File: src/rtl/fifo_sync_hs.sv
// rtl/fifo_sync_hs.sv - single-clock valid/ready FIFO with FWFT or registered read, level and flags
//
// Optional feature macro: FIFO_HWM_EN (adds hwm_clr / hwm high-water-mark tracking)
// Ports:
//   clk, rst (synchronous, active-high), flush (synchronous clear)
//   in_valid / in_ready / in_data       write side
//   out_valid / out_ready / out_data    read side (out_ready = pop in FWFT, read request otherwise)
//   level, almost_full, almost_empty    occupancy and threshold flags
//   hwm_clr, hwm                        high-water mark (FIFO_HWM_EN only)
module fifo_sync_hs #(
   parameter int DATA_WIDTH = 8,
   parameter int DEPTH      = 16,
   parameter int FWFT       = 1,
   parameter int AFULL_TH   = DEPTH - 2,
   parameter int AEMPTY_TH  = 2
) (
   input  logic                      clk,
   input  logic                      rst,
   input  logic                      flush,
   input  logic                      in_valid,
   output logic                      in_ready,
   input  logic [DATA_WIDTH-1:0]     in_data,
   output logic                      out_valid,
   input  logic                      out_ready,
   output logic [DATA_WIDTH-1:0]     out_data,
   output logic [$clog2(DEPTH):0]    level,
   output logic                      almost_full,
   output logic                      almost_empty
`ifdef FIFO_HWM_EN
   ,
   input  logic                      hwm_clr,
   output logic [$clog2(DEPTH):0]    hwm
`endif
);

   localparam int AW = $clog2(DEPTH);
   localparam int PW = AW + 1;
   localparam logic [PW-1:0] AFULL_LV  = PW'(AFULL_TH);
   localparam logic [PW-1:0] AEMPTY_LV = PW'(AEMPTY_TH);

   if (DEPTH < 2 || (DEPTH & (DEPTH - 1)) != 0) begin : g_bad_depth
      $error("fifo_sync_hs: DEPTH must be a power of two >= 2");
   end
   if (AFULL_TH < 1 || AFULL_TH > DEPTH) begin : g_bad_afull
      $error("fifo_sync_hs: AFULL_TH must be in 1..DEPTH");
   end
   if (AEMPTY_TH < 0 || AEMPTY_TH > DEPTH - 1) begin : g_bad_aempty
      $error("fifo_sync_hs: AEMPTY_TH must be in 0..DEPTH-1");
   end

   logic [DATA_WIDTH-1:0] mem [DEPTH];
   logic [PW-1:0]         wr_ptr;
   logic [PW-1:0]         rd_ptr;
   logic [PW-1:0]         level_next;
   logic                  empty;
   logic                  full;
   logic                  wr_en;
   logic                  rd_en;

   assign empty = (wr_ptr == rd_ptr);
   assign full  = (wr_ptr[AW] != rd_ptr[AW]) && (wr_ptr[AW-1:0] == rd_ptr[AW-1:0]);

   // in_ready looks only at stored state, so a pop never opens the write port in the same cycle.
   assign in_ready = !full && !rst;
   assign wr_en    = in_valid && in_ready && !flush;
   // Reading requires a word already stored, so a word is never read in the cycle it is written.
   assign rd_en    = out_ready && !empty && !flush && !rst;

   always_comb begin
      level_next = level;
      if (rst || flush) begin
         level_next = '0;
      end else if (wr_en && !rd_en) begin
         level_next = level + PW'(1);
      end else if (rd_en && !wr_en) begin
         level_next = level - PW'(1);
      end
   end

   always_ff @(posedge clk) begin
      if (rst || flush) begin
         wr_ptr <= '0;
         rd_ptr <= '0;
      end else begin
         if (wr_en) wr_ptr <= wr_ptr + PW'(1);
         if (rd_en) rd_ptr <= rd_ptr + PW'(1);
      end
      level <= level_next;
   end

   // Storage is cleared on rst only, so the fall-through output reads 0 after reset;
   // flush leaves contents in place.
   always_ff @(posedge clk) begin
      if (rst) begin
         for (int i = 0; i < DEPTH; i++) mem[i] <= '0;
      end else if (wr_en) begin
         mem[wr_ptr[AW-1:0]] <= in_data;
      end
   end

   assign almost_full  = (level >= AFULL_LV);
   assign almost_empty = (level <= AEMPTY_LV);

   if (FWFT != 0) begin : g_fwft
      assign out_valid = !empty;
      assign out_data  = mem[rd_ptr[AW-1:0]];
   end else begin : g_reg
      logic                  valid_q;
      logic [DATA_WIDTH-1:0] data_q;
      always_ff @(posedge clk) begin
         if (rst) begin
            valid_q <= 1'b0;
            data_q  <= '0;
         end else begin
            valid_q <= rd_en;
            if (rd_en) data_q <= mem[rd_ptr[AW-1:0]];
         end
      end
      assign out_valid = valid_q;
      assign out_data  = data_q;
   end

`ifdef FIFO_HWM_EN
   always_ff @(posedge clk) begin
      if (rst) begin
         hwm <= '0;
      end else if (flush || hwm_clr) begin
         hwm <= level_next;
      end else if (level_next > hwm) begin
         hwm <= level_next;
      end
   end
`endif

endmodule
File: config.mk
export PLATFORM = sky130hd
export DESIGN_NAME = fifo_sync_hs
export DESIGN_NICKNAME = d
export VERILOG_FILES = /design/src/rtl/fifo_sync_hs.sv
export SDC_FILE = /design/constraint.sdc
export NUM_CORES = 1
export LEC_CHECK = 0
export ABC_AREA = 0
export CELL_PAD_IN_SITES_DETAIL_PLACEMENT = 1
export CELL_PAD_IN_SITES_GLOBAL_PLACEMENT = 1
export CORE_MARGIN = 2
export CORE_UTILIZATION = 35
export DETAILED_ROUTE_END_ITERATION = 8
export PLACE_DENSITY = 0.64
export SYNTH_ARGS = -nofsm -noshare
export SYNTH_HDL_FRONTEND = slang
export SYNTH_SLANG_ARGS = --single-unit
File: constraint.sdc
create_clock -name clk -period 4 [get_ports clk]
set_input_delay 0.8 -clock clk [delete_from_list [all_inputs] [get_ports clk]]
set_output_delay 0.8 -clock clk [all_outputs]
set_load 0.02 [all_outputs]
==> reports/qor.yml, run 1 <==
status:
  status: "finished clean"
finish:
  fillers: 2070
  final_common_cell: "edfxtp_1"
  final_nets: 572
  final_cells: 827
  final_cell_mix: "128 x edfxtp_1, 80 x nor2_1, 40 x mux4_2"
  antenna_cells: 0
  layout-drive-gt1-share_pct: 17.4
  fin_util_pct: 41.7
  synthToLayoutAreaGrowth_pct: 15.9
pwr:
  sw_frac_of_total_pct: 23.0
  pwr-share-seq_pct: 49.0
  clkPwrFrac_pct: 44.4
  p_sw_mw: 0.815
  comb_power_share_pct: 6.7
  ir_drop_v: 0.000294
  p_leak_nw: 2.78
  p_int_mw: 2.73
  p_per_area_nw_per_um2: 432
worst_setup_path:
  crit_fanout: 26
  cp_top_family: "multiplexers"
  arrival_ps: 2850
  crit_path_end_kind: "primary output"
  required_ps: 3200
  max_stage_delay_ps: 570
  crit_buf_inv: 2
  crit_type: "register to primary output"
  critPathMostFrequentCell: "mux4_2"
  cp-start-kind: "register"
  cp_slowest_cell: "mux4_2"
  path_cells: "buf_12, mux4_2, mux4_2, clkdlybuf4s50_1"
timing:
  hold_viol_final: 0
  worst_slew_pin_slew_ps: 1190
  post-route-period-util_pct: 91.2
  drv_slew: 0
  relSlewSlack_pct: 20.4
  fin_worst_skew_ps: 7.91
  setup-tns-final_ps: 0
  rsz0062_at_grt: "false"
  setup_viol: 0
  fmax_ghz: 0.274
  period_minus_slack_ps: 3650
logic_synthesis:
  synth_edf_count: 128
  synth_nets: 550
  async_flop_share_pct: 0
  avgSynthCellArea_sq_um: 13.4
  synthFlopType: "edfxtp_1"
  synthesis.area_sq_um: 7070
  yosys_warnings: 0
  ys_types: 48
  netlist_instances: 527
  yosysSeqAreaShare_pct: 59.8
  synth_seq_cells: 147
die:
  core_sq_um: 19700
  die_area_sq_um: 21300
  floorplan.initialDensity_pct: 36.0
  die_x_microns: 146
  pin_count: 30
  die_height_microns: 146
  rows: 51
placed_design:
  routabilityCongestion: 0.811
  hpwlAfterDp_microns: 13300
  dp_cells: 795
  portBuffers: 29
routing:
  drt_wl_total_microns: 18100
  via_per_inst: 5.30
  drt_iter0_drc: 295
  ant_nets: 0
  vias: 4386
  wl_per_cell_microns: 21.9
  drc_errors: 0
  dr.pass1.iters: 6
clock_tree:
  ctsHoldBuffers: 0
  clockBufferDepth: 2
  cts_setup_buffers: 0
  cts_tree: "built"
  cts-buffers-inserted: 17
  cts_resized: 0
  cts-htree-levels: 4
  cts_root_buffer: "clkbuf_16"
  insertion_delay_ps: 430
  numClockSinks: 147
  path_clk_slew_ps: 60
global_route:
  grt.total_usage_pct: 17.8
  grt_max_degree: 54
  grt_pass1_vias: 4852
  grt_pass1_wl_microns: 28200
  antenna_found_initial: 0
  overflow: 0
hold_path:
  hold_path.class: "register to register"
job:
  cap_violations: 0
==> layer usage <==
metal  up-vias  wire [microns]  part of all wire, %  global-route usage, %
met5         -               0                    0                      0
met4         0             246                  1.4                   4.90
met3        15             697                  3.8                   4.03
met2        99            9280                   51                   30.7
met1      2257            7920                   44                   22.5
li1       2015               -                    -                      -
==> worst paths after layout <==
check	startpoint	end	slack (ps)	cells after the start
max	register	out_data[3]	350	4
min	rd_ptr[1]$_SDFFE_PP0P_	rd_ptr[1]$_SDFFE_PP0P_	530	2
max reg2reg	wr_ptr[2]$_SDFFE_PP0P_	level[4]$_SDFFE_PP0P_	700	12
min reg2reg	rd_ptr[1]$_SDFFE_PP0P_	rd_ptr[1]$_SDFFE_PP0P_	530	2
==> sequential cells by signal, summed over array words and instances, names as in the netlist, named ones only <==
signal / cells
level: 5
mem: 128
rd_ptr: 5
wr_ptr: 5
==> final cells by class <==
class                   count  area [sq um]  share of cell area (%)
clock buffers              17           425                    5.19
clock inverters            15           155                    1.89
inverters                  11          41.3                   0.504
multi-input cells         332          2630                    32.1
repair buffers             40           385                    4.70
flip-flops and latches    147          4230                    51.6
well taps                 265           332                    4.05
==> synthesized netlist by cell type, types with 5 or more instances <==
master	n	area, sq um
a21o_1	5	37.5
mux4_2	40	901
inv_1	11	41.3
nand2b_1	10	62.6
a31o_2	5	43.8
and2_1	17	106
buf_1	7	26.3
nor2_1	80	300
xnor2_1	12	105
nor4_1	8	50.1
ha_1	9	113
nor3_1	34	170
edfxtp_1	128	3840
and3_1	8	50.1
nand3_1	13	65.1
dfxtp_1	19	380
a21oi_1	12	60.1
nand3b_1	9	67.6
clkbuf_1	16	60.1
buf_2	8	40.0
nand2_1	27	101
==> worst min-delay path, cell delays in order (launching register included) <==
cell and delay (ps):
dfxtp_1 340, nand2_1 70, a21oi_1 70
==> metrics by stage <==
step	power (mW)	area [sq um]	worst slack [ps]	hold WS, ps
floorplan	1.90	7070	984	492
global placement	2.00	7610	697	519
detailed placement	2.01	7610	611	539
CTS	3.57	8200	300	548
global route	3.65	8200	226	578
finish	3.54	8200	352	534
==> logic make-up (layout without fill, tap and decap cells) <==
| group | after synthesis | count (layout) | synth area share (%) |
|---|---|---|---|
| and+or+nand+nor | 228 | 228 | 16.2 |
| muxes | 42 | 42 | 13.0 |
| xor gates and xnor gates | 16 | 16 | 2.09 |
| buffers and inverters | 48 | 83 | 3.12 |
| adders and majority gates | 10 | 10 | 1.88 |
| DFF | 147 | 147 | 59.8 |
| AOI/OAI and AO/OA | 36 | 36 | 3.89 |
==> power by group through the flow <==
stage	sequential [mW]	combinational, mW	clock (mW)
2_1_floorplan	1.75	0.146	0
3_3_place_gp	1.77	0.232	0
3_5_place_dp	1.77	0.238	0
4_1_cts	1.73	0.239	1.60
5_1_grt	1.74	0.254	1.66
6_report	1.73	0.237	1.57
Note: power is estimated with default switching activity, not from simulation.
==> inputs of run 2 (changes only) <==
- CORE_MARGIN: 2 -> not set
==> reports/qor.yml, run 2 (synthesized netlist as in run 1, its figures left out) <==
worst_setup_path:
  cp-start-kind: "register"  # unchanged
  crit_type: "register to primary output"  # unchanged
  endpoint: "out_data[1]"  # was out_data[3]
  crit_path_end_kind: "primary output"  # unchanged
  r2r_slack_ps: 830  # was 700 ps
  rr_worst_depth: 12  # unchanged
  r2r_end: "level[4]$_SDFFE_PP0P_"  # unchanged
  reg2reg_from: "wr_ptr[0]$_SDFFE_PP0P_"  # was wr_ptr[2]$_SDFFE_PP0P_
  required_ps: 3200  # about the same
  arrival_ps: 2850  # about the same
  crit_fanout: 20  # was 26
placed_design:
  place_ws_ps: 630  # was 611 ps
  portBuffers: 29  # unchanged
  routabilityCongestion: 0.789  # was 0.811
  hpwlAfterDp_microns: 13400  # was 13300 microns
  dp_cells: 796  # was 795
clock_tree:
  insertion_delay_ps: 430  # about the same
  cts_root_buffer: "clkbuf_16"  # unchanged
  numClockSinks: 147  # unchanged
  cts_setup_buffers: 0  # unchanged
  clockBufferDepth: 2  # unchanged
  cts-buffers-inserted: 17  # unchanged
  path_clk_slew_ps: 60  # about the same
  ctsHoldBuffers: 0  # unchanged
  cts-htree-levels: 4  # unchanged
  cts_resized: 0  # unchanged
  cts_tree: "built"  # unchanged
die:
  die_height_microns: 144  # was 146 microns
  floorplan.initialDensity_pct: 36.0  # unchanged
  die_area_sq_um: 20800  # was 21300 sq um
  pin_count: 30  # unchanged
  die_x_microns: 144  # was 146 microns
  rows: 51  # unchanged
  core_sq_um: 19700  # unchanged
timing:
  rsz0062_at_grt: "false"  # unchanged
  hold_viol_final: 0  # unchanged
  worst_slew_pin_slew_ps: 1200  # was 1190 ps
  period_minus_slack_ps: 3650  # about the same
  fin_worst_skew_ps: 10.5  # was 7.91 ps
  relSlewSlack_pct: 19.8  # was 20.4%
  fmax_ghz: 0.274  # about the same
  fin_ws_ps: 347  # was 352 ps
  setup_viol: 0  # unchanged
  post-route-period-util_pct: 91.3  # was 91.2%
  drv_slew: 0  # unchanged
  setup-tns-final_ps: 0  # unchanged
hold_path:
  hold_path.class: "register to register"  # unchanged
  hp-start: "rd_ptr[1]$_SDFFE_PP0P_"  # unchanged
global_route:
  overflow: 0  # unchanged
  antenna_found_initial: 0  # unchanged
  grt_pass1_wl_microns: 29300  # was 28200 microns
  grt_max_degree: 54  # unchanged
  grt.total_usage_pct: 19.9  # was 17.8%
  grt_pass1_vias: 4828  # was 4852
finish:
  final_common_cell: "edfxtp_1"  # unchanged
  largest_reg_flops: 128  # unchanged
  final_cell_mix: "128 x edfxtp_1, 80 x nor2_1, 40 x mux4_2"  # unchanged
  fin_util_pct: 41.6  # was 41.7%
  final_cells: 828  # was 827
  final_nets: 573  # was 572
  layout-drive-gt1-share_pct: 17.9  # was 17.4%
  top_register: "mem"  # unchanged
  fillers: 2072  # was 2070
  antenna_cells: 0  # unchanged
  synthToLayoutAreaGrowth_pct: 15.8  # was 15.9%
routing:
  vias: 4433  # was 4386
  drt_iter0_drc: 261  # was 295
  dr.pass1.iters: 4  # was 6
  wl_per_cell_microns: 23.0  # was 21.9 microns
  drt_wl_total_microns: 19000  # was 18100 microns
  drc_errors: 0  # unchanged
  via_per_inst: 5.35  # was 5.30
  ant_nets: 0  # unchanged
pwr:
  power_mw: 3.56  # was 3.54 mW
  p_per_area_nw_per_um2: 435  # was 432 nW/um^2
  p_leak_nw: 2.79  # was 2.78 nW
  ir_drop_v: 0.000249  # was 0.000294 V
status:
  status: "finished clean"  # unchanged
job:
  cap_violations: 0  # unchanged
## run 2: layout make-up
class                   count  area (sq um)  share of cell area (%)
clock buffers              18           429                    5.24
flip-flops and latches    147          4230                    51.6
inverters                  11          41.3                   0.505
well taps                 265           332                    4.05
multi-input cells         332          2630                    32.2
clock inverters            14           145                    1.77
repair buffers             41           380                    4.65
## run 2: where the power goes
part / total (mW) / switching, mW / internal [mW]
logic: 0.241 / 0.150 / 0.0911
clock network: 1.59 / 0.708 / 0.878
registers: 1.73 / 0.0190 / 1.71
total: 3.56 / 0.876 / 2.68
## run 2: worst min path at each step
stage | endpoint | slack [ps] | depth (start not counted)
floorplan | register | 490 | 2
global placement | register | 520 | 2
detailed placement | rd_ptr[1]$_SDFFE_PP0P_ | 530 | 2
CTS | rd_ptr[1]$_SDFFE_PP0P_ | 540 | 2
global route | wr_ptr[4]$_SDFFE_PP0P_ | 570 | 2
finish | rd_ptr[1]$_SDFFE_PP0P_ | 540 | 2
## run 2: routing by layer
layer	vias up	global-route usage (%)	wire length, microns
met5	-	0	0
met4	0	7.33	214
met3	19	3.18	598
met2	87	33.9	9720
met1	2304	25.5	8490
li1	2023	-	-
## run 2: per-stage QoR
step / cell area [sq um] / hold WS (ps)
global route: 8180 / 572
floorplan: 7070 / 492
finish: 8180 / 540
global placement: 7610 / 522
CTS: 8180 / 542
detailed placement: 7610 / 533
## run 2: worst max-delay path, stage by stage (launching register included)
cell and delay (ps):
dfxtp_2 330, buf_4 380, mux4_2 610, mux4_2 510, clkdlybuf4s50_1 580
